--- config.mk ---
export PLATFORM = sky130hd
export DESIGN_NAME = fwd_hazard_ctrl
export DESIGN_NICKNAME = d
export VERILOG_FILES = /design/src/rtl/fwd_hazard_ctrl.sv
export SDC_FILE = /design/constraint.sdc
export NUM_CORES = 1
export LEC_CHECK = 0
export CAP_MARGIN = 25
export CORE_UTILIZATION = 57
export DETAILED_ROUTE_END_ITERATION = 12
export DONT_BUFFER_PORTS = 1
export GPL_ROUTABILITY_DRIVEN = 0
export GPL_TIMING_DRIVEN = 0
export HOLD_SLACK_MARGIN = 0.1
export PLACE_DENSITY_LB_ADDON = 0.05
export SETUP_SLACK_MARGIN = 0.02
export SLEW_MARGIN = 40
export SYNTH_ARGS = -nofsm -noshare
export SYNTH_HDL_FRONTEND = slang
export SYNTH_SLANG_ARGS = --single-unit
--- constraint.sdc ---
create_clock -name clk -period 2 [get_ports clk]
set_input_delay 0.2 -clock clk [delete_from_list [all_inputs] [get_ports clk]]
set_output_delay 0.2 -clock clk [all_outputs]
set_load 0.03 [all_outputs]
--- src/rtl/fwd_hazard_ctrl.sv ---
// Forwarding and load-use hazard controller between ID and EX.
// A shift-register scoreboard of in-flight writers drives multi-distance forward selects.
module fwd_hazard_ctrl #(
    parameter int unsigned DEPTH    = 3,
    parameter int unsigned LOAD_LAT = 1,
    parameter int unsigned RA_W     = 5,
    parameter int unsigned FWD_W    = $clog2(DEPTH)
) (
    input  logic             clk,
    input  logic             reset,
    input  logic             id_valid,
    input  logic [RA_W-1:0]  id_rs1,
    input  logic [RA_W-1:0]  id_rs2,
    input  logic             id_use_rs1,
    input  logic             id_use_rs2,
    input  logic [RA_W-1:0]  id_rd,
    input  logic             id_wen,
    input  logic             id_is_load,
    input  logic             adv,
    input  logic             flush,
    output logic             id_stall,
    output logic             id_issue,
    output logic             ex_valid,
    output logic [FWD_W-1:0] ex_fwd_a,
    output logic [FWD_W-1:0] ex_fwd_b
);

    // The WB slot retires on the same edge the register file is read, so it is never
    // searched and is not stored; slots 0..DEPTH-2 are kept.
    localparam int unsigned NSLOT = DEPTH - 1;

    logic [NSLOT-1:0] r_valid;
    logic [NSLOT-1:0] r_wen;
    logic [NSLOT-1:0] r_load;
    logic [RA_W-1:0]  r_rd [NSLOT];
    logic [FWD_W-1:0] r_fwd_a;
    logic [FWD_W-1:0] r_fwd_b;

    logic [NSLOT-1:0] w_prod;
    logic [FWD_W-1:0] w_dist_a;
    logic [FWD_W-1:0] w_dist_b;
    logic             w_haz_a;
    logic             w_haz_b;
    logic             w_hazard;

    always_comb begin
        for (int k = 0; k < int'(NSLOT); k++) begin
            w_prod[k] = r_valid[k] & r_wen[k] & (r_rd[k] != '0);
        end
    end

    // Scan oldest to youngest so the lowest-index match is the one left standing.
    always_comb begin
        w_dist_a = '0;
        w_dist_b = '0;
        w_haz_a  = 1'b0;
        w_haz_b  = 1'b0;
        for (int k = int'(NSLOT) - 1; k >= 0; k--) begin
            if (id_use_rs1 && w_prod[k] && (r_rd[k] == id_rs1)) begin
                w_dist_a = FWD_W'(k + 1);
                w_haz_a  = r_load[k] && ((k + 1) <= int'(LOAD_LAT));
            end
            if (id_use_rs2 && w_prod[k] && (r_rd[k] == id_rs2)) begin
                w_dist_b = FWD_W'(k + 1);
                w_haz_b  = r_load[k] && ((k + 1) <= int'(LOAD_LAT));
            end
        end
    end

    assign w_hazard = w_haz_a | w_haz_b;
    assign id_stall = id_valid & ((~flush & w_hazard) | ~adv);
    assign id_issue = id_valid & adv & ~flush & ~w_hazard;

    always_ff @(posedge clk) begin
        if (reset) begin
            r_valid <= '0;
            r_wen   <= '0;
            r_load  <= '0;
            for (int k = 0; k < int'(NSLOT); k++) begin
                r_rd[k] <= '0;
            end
            r_fwd_a <= '0;
            r_fwd_b <= '0;
        end else if (adv) begin
            for (int k = int'(NSLOT) - 1; k > 0; k--) begin
                r_valid[k] <= r_valid[k-1];
                r_wen[k]   <= r_wen[k-1];
                r_load[k]  <= r_load[k-1];
                r_rd[k]    <= r_rd[k-1];
            end
            r_valid[0] <= id_issue;
            r_wen[0]   <= id_issue & id_wen;
            r_load[0]  <= id_issue & id_is_load;
            r_rd[0]    <= id_rd;
            r_fwd_a    <= id_issue ? w_dist_a : '0;
            r_fwd_b    <= id_issue ? w_dist_b : '0;
        end
    end

    assign ex_valid = r_valid[0];
    assign ex_fwd_a = r_fwd_a;
    assign ex_fwd_b = r_fwd_b;

endmodule

## After elaboration in Yosys (flattened, before gate mapping)

Memories as Yosys holds them, arrays and structs flattened.
Cells that the tools add are included.

| storage, ports and cells | value |
|---|---|
| flip-flop bits (word level) | 9 |
| memory bits (writable) | 10 |
| input bits | 24 |
| output and inout bits | 7 |
| word-level logic and storage cells | 53 |
| memories kept | 1 |

Memories:

| name | words | width | rd ports | clocked after memory_dff | wr ports | line | text |
|---|---|---|---|---|---|---|---|
| r_rd | 2 | 5 | 2 | 0 | 2 | 35 | `logic [RA_W-1:0] r_rd [NSLOT];` |

| cells by class | value |
|---|---|
| eq/ne operators | 4 |
| multiplexer cells | 15 |
| bitwise logic cells | 18 |
| reductions and logical operators | 10 |

Operator list:

| cell | number |
|---|---|
| 5-bit equality test | 4 |
| 2-bit two-way mux | 6 |
| 1-bit bitwise AND | 11 |
| 5-bit two-way mux | 2 |
| 5-bit nonzero test | 2 |
| 1-bit logical AND | 8 |
| 1-bit two-way mux | 7 |
| 1-bit bitwise OR | 4 |
| 1-bit NOT | 3 |

## Longest topological paths before layout

| depth | value |
|---|---|
| word-level depth | 9 |
| gate-level depth with buffers | 5 |

## Worst setup path after synthesis

No wires, ideal clock.

| timing path | value |
|---|---|
| kind | reg2reg |
| from | memory r_rd[0][0] |
| to | register r_wen[0] |
| library setup time | 0.063 ns |
| arrival time | 2.035 ns |
| slack | -0.098 ns |
| cell stages (with the launch flop) | 5 |
| cells stage by stage | edfxtp_1 or3_1 o311a_1 a31oi_1 a32o_1 |

RTL lines:

| what | line | text |
|---|---|---|
| from (decl) | 35 |  |
| to (signal, indexed assignment) | 87 | `r_wen[k] <= r_wen[k-1];` |
| to (signal assigned) | 92 | `r_wen[0] <= id_issue & id_wen;` |
| to (decl) | 33 | `logic [NSLOT-1:0] r_wen;` |

==> impl_results.md <==
- Cell Area, Synth: 988 µm²
- Die height: 43.6 µm
- Initial antenna violation count: 0
- PD cells: 607 nW/µm²
- Mapped Avg Cell Area: 11.1 µm²
- Final Hold Fails: 0
- CTS tree: built
- CTS Buf Count: 3
- DRT iter0 DRCs: 26
- Syn Inst Count: 89
- Worst setup EP type: output port
- Crit path kind: register to output port
- Failing checks: design-rule violations, negative setup slack
- Count of different cell masters after synthesis: 31
- Area leader, netlist: edfxtp_1
- Total Wirelength: 2260 µm
- Worst Max-Slew Pin Slew: 0.617 ns
- Largest net degree at the start of global routing: 12
- Vias per inst: 6.37
- Setup slack at placement: -0.271 ns
- Synthesis-stage register bit count: 19
- Storage element area: 480 µm²
- Total grt overflow: 0
- Antenna-violating nets left: 0
- Critical Path RT: 1.80 ns
- 1st-pass router iterations: 8
- Post-route setup TNS: -0.201 ns
- Worst hold slack: 0.210 ns
- Die Wd: 43.6 µm
- Final instance area: 1280 µm²
- Period minus WS final: 2.10 ns
- Clock-pin slew on the worst setup and hold paths: 0.11 ns
- Share of post-route cells with drive strength above 1: 21.8%
- Global-route usage over all layers: 25.5%
- Final HPWL DP: 1480 µm
- Nets: 135
- Clk Latency, worst-skew pair: 0.30 ns
- Fillers: 91
- Top Ports: 31
- Clk network pwr share: 24.6%
- Max transition margin: 58.8%
- Max Clock Skew: 0.00763 ns
- CTS Root Cell: clkbuf_4
- Finish-stage setup viols: 3
- Die ar.: 1900 µm²
- Sequential share of the synthesized area: 48.6%
- Maxcap violations: 0
- Vias in the first global route: 791
- Fin crit share: 105%
- Vias: 802
- Bufs on Longest Clock Path: 2
- Logic pwr share: 17.1%
- Outcome: complete, but fails checks
- Port buffer count: 0
- First-pass GRT wire length: 3450 µm
- Arr. time, crit path: 1.90 ns
- Placement Cell Area: 1010 µm²
- Synth Warn #: 0
- Initial core utilization: 63.4%
- Antenna diode count: 0
- Area contributors post-synth: edfxtp_1 (30%), dfxtp_1 (18%), xnor2_1 (11%)
- RSZ-0062 raised after global routing: yes
- Routed wire length per instance: 17.9 µm
- Multi-input logic area: 581 µm²
- Worst Path Max Fanout: 3
- Post-Syn Nets: 113
- Top-area cell type share of the netlist area: 30.4%
- Setup crit start kind: register
- Peak supply drop: 0.467 mV
- Area growth, synth to finish: 29.5%
- Switching Fraction: 25.1%
- Core Region: 1560 µm²
- Max Fclk: 476 MHz
- Clock sink total: 19
- Pins Over Slew Limit: 0
- Register share of total power: 58.3%
- LEAKAGE: 0.494 nW
- Min-Delay Path Class: input port to register
- Cell Int Power: 582 µW
- Site Rows: 14
- H-tree depth: 1
- Post-route DRC: 4
- Psw: 195 µW
- Post-route worst setup slack: -0.0992 ns
- Commonest cells after routing, fill and taps aside: dlygate4sd3_1 (10), edfxtp_1 (10), xnor2_1 (9), and2_1 (9), dfxtp_1 (9)
==> sequential cells by signal, indices dropped and copies added (netlist names) <==
register / count
r_valid: 2
ex_fwd_a: 2
r_load: 1
ex_fwd_b: 2
r_wen: 2
r_rd: 10
==> final timing paths <==
path,from,endpoint,slack [ns],cells past startpoint
worst max-delay path,r_rd[0][1]$_SDFFCE_PN0P_,id_stall,-0.1,6
worst min-delay path,id_use_rs1,ex_fwd_a[1]$_SDFFE_PP0P_,0.21,3
worst max register to register,r_rd[0][1]$_SDFFCE_PN0P_,ex_fwd_a[1]$_SDFFE_PP0P_,-0.01,5
worst min register to register,r_valid[1]$_SDFFE_PP0P_,r_valid[1]$_SDFFE_PP0P_,0.53,2
==> cells in the mapped netlist <==
cell / count
nand4b_1: 1
nor3b_1: 3
a21o_1: 2
a2111oi_0: 2
nor4_1: 2
xnor2_1: 12
nor2_1: 3
nand4_1: 2
and2_1: 9
or4_1: 1
a32o_1: 2
o22ai_1: 1
o311a_1: 1
inv_1: 2
a21boi_0: 1
a31oi_1: 1
nand2_1: 3
mux2i_1: 2
a22o_2: 2
and2_2: 1
xor2_1: 8
clkbuf_1: 1
o21ai_0: 1
nand3b_1: 1
edfxtp_1: 10
nor3_1: 1
or3_1: 1
nand3_1: 2
dfxtp_1: 9
a22o_1: 1
nor2b_1: 1
==> power by group through the flow <==
stage | Clock (mW) | Combinational [mW] | Sequential [mW]
after CTS | 0.192 | 0.116 | 0.450
after global routing | 0.210 | 0.144 | 0.456
after global placement | 0 | 0.0784 | 0.461
after floorplan | 0 | 0.0708 | 0.455
final | 0.191 | 0.133 | 0.453
after detailed placement | 0 | 0.0806 | 0.462
==> cells by family after synthesis <==
group / share of synthesized area (%)
buffers and inverters: 1.14
flip-flops: 48.6
multiplexers: 2.03
XOR/XNOR: 17.7
AND/OR/NAND/NOR: 18.7
AO/OA/AOI/OAI: 11.8
==> cell type report <==
cell class	count	share of cell area [%]
multi-input combinational	67	45.4
sequential	19	37.5
timing repair buffer	17	12.5
clock buffer	3	1.76
tap	16	1.56
inverter	2	0.587
clock inverter	1	0.391
buffer	1	0.293
==> timing repair <==
action                                  CTS  global route
endpoints found under the setup margin    7             4
pin swaps                                 8             9
endpoints found under the hold margin    10             0
resized for setup                         8             7
gates cloned                              0             0
buffers inserted                          6             1
hold buffers                             10             0
==> layer usage <==
metal  track usage [%]  vias up  wire length (µm)
li1                  -      369                 -
met2              43.3       39              1070
met5                 0        -                 0
met4              8.13        0                46
met3              7.50        7               167
met1              31.1      387               973
==> worst max-delay path, cell delays in order (launching register included) <==
cell,delay (ns)
edfxtp_1,0.47
buf_4,0.18
xnor2_1,0.14
nand2_1,0.11
o22ai_2,0.23
nand4b_1,0.18
a21boi_4,0.30
==> stage by stage <==
stage / total power [mW] / utilization (%) / std cells
2_1_floorplan: 0.526 / - / 89
3_3_place_gp: 0.540 / 65.1 / 105
3_5_place_dp: 0.543 / 65.1 / 105
4_1_cts: 0.758 / 78.7 / 125
5_1_grt: 0.810 / 82.1 / 126
6_report: 0.777 / 82.1 / 126
No activity file was read; power rests on OpenSTA's default activity.
